===== src/rtl/func_table_eval.sv =====
// Writable truth-table Boolean function unit.
// Streams evaluations and sweeps the table to count its minterms.
module func_table_eval #(
  parameter int N_IN = 4,
  parameter logic [2**N_IN-1:0] TT_INIT = '0
) (
  input  logic            clk,
  input  logic            rst_n,
  input  logic            cfg_we,
  input  logic [N_IN-1:0] cfg_addr,
  input  logic            cfg_data,
  input  logic            in_valid,
  input  logic [N_IN-1:0] in_vec,
  output logic            in_ready,
  output logic            out_valid,
  output logic            out_f,
  input  logic            out_ready,
  input  logic            sweep_start,
  output logic            busy,
  output logic            sweep_done,
  output logic [N_IN:0]   sweep_count
);

  localparam int DEPTH = 2**N_IN;
  localparam logic [N_IN-1:0] IDX_ONE = N_IN'(1);

  typedef enum logic {
    IDLE  = 1'b0,
    SWEEP = 1'b1
  } state_e;

  state_e            state_q;
  logic [DEPTH-1:0]  tt_q;
  logic [N_IN-1:0]   idx_q;
  logic [N_IN:0]     acc_q;
  logic [N_IN:0]     cnt_q;
  logic              done_q;
  logic              ov_q;
  logic              of_q;
  logic [N_IN:0]     tt_bit;
  logic              accept;

  assign tt_bit = {{N_IN{1'b0}}, tt_q[idx_q]};

  assign in_ready = (state_q == IDLE) && (!ov_q || out_ready);
  assign accept   = in_valid && in_ready;

  assign out_valid   = ov_q;
  assign out_f       = of_q;
  assign busy        = (state_q == SWEEP);
  assign sweep_done  = done_q;
  assign sweep_count = cnt_q;

  // Sweep FSM: walk every code, accumulate ones, publish the count.
  always_ff @(posedge clk or negedge rst_n) begin
    if (!rst_n) begin
      state_q <= IDLE;
      idx_q   <= '0;
      acc_q   <= '0;
      cnt_q   <= '0;
      done_q  <= 1'b0;
    end else begin
      done_q <= 1'b0;
      unique case (state_q)
        IDLE: begin
          if (sweep_start) begin
            state_q <= SWEEP;
            idx_q   <= '0;
            acc_q   <= '0;
          end
        end
        SWEEP: begin
          acc_q <= acc_q + tt_bit;
          idx_q <= idx_q + IDX_ONE;
          if (&idx_q) begin
            cnt_q   <= acc_q + tt_bit;
            done_q  <= 1'b1;
            state_q <= IDLE;
          end
        end
        default: state_q <= IDLE;
      endcase
    end
  end

  // Truth-table storage; writes are frozen while a sweep runs.
  always_ff @(posedge clk or negedge rst_n) begin
    if (!rst_n) begin
      tt_q <= TT_INIT;
    end else if (cfg_we && (state_q == IDLE)) begin
      tt_q[cfg_addr] <= cfg_data;
    end
  end

  // Output register: load on accept, drain on out_ready.
  always_ff @(posedge clk or negedge rst_n) begin
    if (!rst_n) begin
      ov_q <= 1'b0;
      of_q <= 1'b0;
    end else if (accept) begin
      ov_q <= 1'b1;
      of_q <= tt_q[in_vec];
    end else if (out_ready) begin
      ov_q <= 1'b0;
    end
  end

endmodule


===== config.mk =====
export PLATFORM = sky130hd
export DESIGN_NAME = func_table_eval
export DESIGN_NICKNAME = d
export VERILOG_FILES = /design/src/rtl/func_table_eval.sv
export SDC_FILE = /design/constraint.sdc
export NUM_CORES = 1
export LEC_CHECK = 0
export BUFFER_PORTS_ARGS = -buffer_cell sky130_fd_sc_hd__buf_2
export CORE_UTILIZATION = 32
export CTS_CLUSTER_DIAMETER = 100
export CTS_CLUSTER_SIZE = 24
export DETAILED_ROUTE_END_ITERATION = 16
export PLACE_DENSITY = 0.55
export SYNTH_ARGS = -nofsm -noshare
export SYNTH_HDL_FRONTEND = slang
export SYNTH_SLANG_ARGS = --single-unit

===== constraint.sdc =====
create_clock -name clk -period 2.15 [get_ports clk]
set_input_delay 0.215 -clock clk [delete_from_list [all_inputs] [get_ports clk]]
set_output_delay 0.215 -clock clk [all_outputs]
set_load 0.02 [all_outputs]

==> metrics.cfg <==
[die]
die_w_um=77.3
die_area_mm2=0.00598
die_height_um=77.3
core_area_mm2=0.00547
ios=25
initial_core_util=0.332
fp-row-count=27

[sta]
clock_skew_ns=0.00330
setup_violations=0
drv_slew=0
fmax_mhz=467
fin_ws_ns=0.00909
relSlewSlack=0.502
period_minus_slack_ns=2.14
worstMarginPinSlew_ns=0.747
hold_ws_ns=-0.00821
rsz0062_at_grt=true
final.period_utilization=0.996
hold_viol=15

[synth]
synth_commonest_cells=dfrtp_1, mux2_2, nand2_1
yosys.area.top_type=dfrtp_1
yosys_most_used_dff=dfrtp_1
synth-compound-area-share=0.0689
async_flop_share=1.00
synth-xor-area-share=0.0145
yosysWarnings=0
synth_cells=155
synth_cell_type_count=35
ys_ff_latch=34
syn_area_per_cell_um2=11.7
netlist_area_mm2=0.00182
synth_most_common_cell=dfrtp_1
ys_seq_area_frac=0.468
synth_top_area_share=0.468
synthMuxAreaShare=0.236
synth_top_family_by_area=multiplexers
synth_edf_count=0
syn_nets=173
synth_area_leaders=dfrtp_1, mux2_2, mux2i_1
yosys.area_share.simple=0.164
synthAdderAreaFrac=0.0207

[layout]
final_area_mm2=0.00221
diodes=0
final_cells=260
register_area_um2=852
finish.utilization=0.405
multi_input_area_um2=971
fill_cells=546
layout-drive-gt1-share=0.394
nets=205
area_delta_synth_final_pct=21.9

[setup_path]
reg2reg_to=sweep_count[4]$_DFFE_PN0P_
critical_path_required_ns=2.32
setup.worst_path.end_class=register
path_class=reg2reg
path_max_fanout=5
timing.rr.start=idx_q[0]$_DFFE_PN0P_
r2r_slack_ns=0.009
worst_setup_path_start_kind=register
cp_data_arrival_time_ns=2.31
r2r_cells=10

[pwr]
p_seq_frac=0.390
comb_power_share=0.402
p_sw_frac=0.349
vdd_drop_max_uv=381
power.density_mw_per_mm2=1260
cell_internal_pwr_mw=1.81
clkPwrFrac=0.208
cellLeakagePower_nw=1.01
p_sw_uw=971

[outcome]
status=finished with violations
violations=hold timing

[placed_design]
pre_cts_ws_ns=-0.0988
place_congestion=0.723
dp_hpwl_um=2680
dp_cells=251
place_area_mm2=0.00204
io_buffers=24

[routing]
avgViaCountPerCell=5.07
drt-initial-drc-count=40
wl_per_cell_um=14.3
dr.pass1.iters=4
drc=0
vias=1318
postRouteWirelength_um=3730
ant_nets=0

[clock_tree]
cts_tree=yes
ctsHoldBuffers=0
clkTransAtPathRegs_ns=0.07
cts_buffer_depth=2
h-tree-depth=2
cts-root-buf=clkbuf_8
cts_made_buffers=5
insertion_delay_ns=0.28
clock-sinks=34

[global_route]
grt_max_degree=35
grt_pass1_vias=1337
antenna_found_initial=0
grt_usage=0.141
overflow=0
grt_pass1_wl_um=6450

[worst_hold_path]
hp-class=in2async

[job]
cap_violations=0

-- critical path, stage by stage, from the launching register on --
cell and delay [ns]:
dfrtp_2 0.45, buf_6 0.14, mux2i_1 0.13, a221oi_2 0.30
a22oi_1 0.10, nand2_1 0.13, ha_4 0.16, ha_4 0.13
nand3_2 0.07, xnor2_1 0.15, mux2_2 0.26
-- final cells by class --
type,instances,area share
multi-input combinational,112,0.438
sequential,34,0.385
timing repair buffer,32,0.0831
tap,72,0.0407
clock buffer,6,0.0328
clock inverter,2,0.0169
inverter,2,0.00339
-- through the flow --
stage	TNS, ns	power [mW]
floorplan	0	1.77
global placement	-0.0658	2.08
detailed placement	-0.0988	2.09
CTS	0	2.75
global route	-0.381	3.00
finish	0	2.78
-- per-layer routing --
layer,vias up,global-route usage,share of wire
met5,-,0,0
met4,0,0.0642,0.024
met3,9,0.0388,0.030
met2,19,0.223,0.48
met1,664,0.179,0.46
li1,626,-,-
-- worst max path at each step --
stage | start | endpoint | slack (ns) | cells after the start
2_1_floorplan | idx_q[0]$_DFFE_PN0P_ | sweep_count[4]$_DFFE_PN0P_ | 0.01 | 9
3_3_place_gp | idx_q[0]$_DFFE_PN0P_ | sweep_count[4]$_DFFE_PN0P_ | -0.07 | 10
3_5_place_dp | idx_q[0]$_DFFE_PN0P_ | sweep_count[4]$_DFFE_PN0P_ | -0.1 | 10
4_1_cts | idx_q[0]$_DFFE_PN0P_ | sweep_count[4]$_DFFE_PN0P_ | 0.01 | 10
5_1_grt | idx_q[0]$_DFFE_PN0P_ | sweep_count[4]$_DFFE_PN0P_ | -0.12 | 10
6_report | idx_q[0]$_DFFE_PN0P_ | sweep_count[4]$_DFFE_PN0P_ | 0.009 | 10
-- power groups by stage --
stage	registers [mW]	clock network, mW	logic (mW)
floorplan	1.09	0	0.676
global placement	1.07	0	1.01
detailed placement	1.07	0	1.01
CTS	1.07	0.597	1.08
global route	1.12	0.630	1.25
finish	1.08	0.579	1.12
-- flip-flops by register name (all words and copies together) (netlist names) --
name	cells
sweep_count	5
busy	1
out_f	1
out_valid	1
tt_q	16
acc_q	5
sweep_done	1
idx_q	4
-- cell usage in the layout, fill, tap and decap left out, types with 3 or more instances in the layout --
cell / synthesis / routed
nor2_1: 5 / 5
nand3_1: 7 / 5
nor2b_1: 6 / 6
mux2i_1: 8 / 8
nand2_1: 19 / 19
buf_2: 4 / 24
a21oi_1: 5 / 5
dfrtp_1: 34 / 33
o21ai_0: 6 / 5
clkbuf_8: 0 / 5
nand2b_1: 5 / 5
buf_4: 1 / 7
mux4_1: 3 / 3
mux2_2: 20 / 20
-- what timing repair did --
item                       4_1_cts  5_1_grt
pin swaps                        5        6
setup endpoints to repair        2        6
gates resized for setup          7        4
setup buffers                    1        0
-- cell families (layout without fill, tap and decap cells) --
logic type,count (synthesis),in the layout
AND/OR/NAND/NOR,54,54
flip-flops,34,34
multiplexers,33,33
AO/OA/AOI/OAI,19,19
buffers and inverters,9,42
adder cells (fa/ha/maj),3,3
XOR/XNOR,3,3
(Power assumes the default switching activity.)
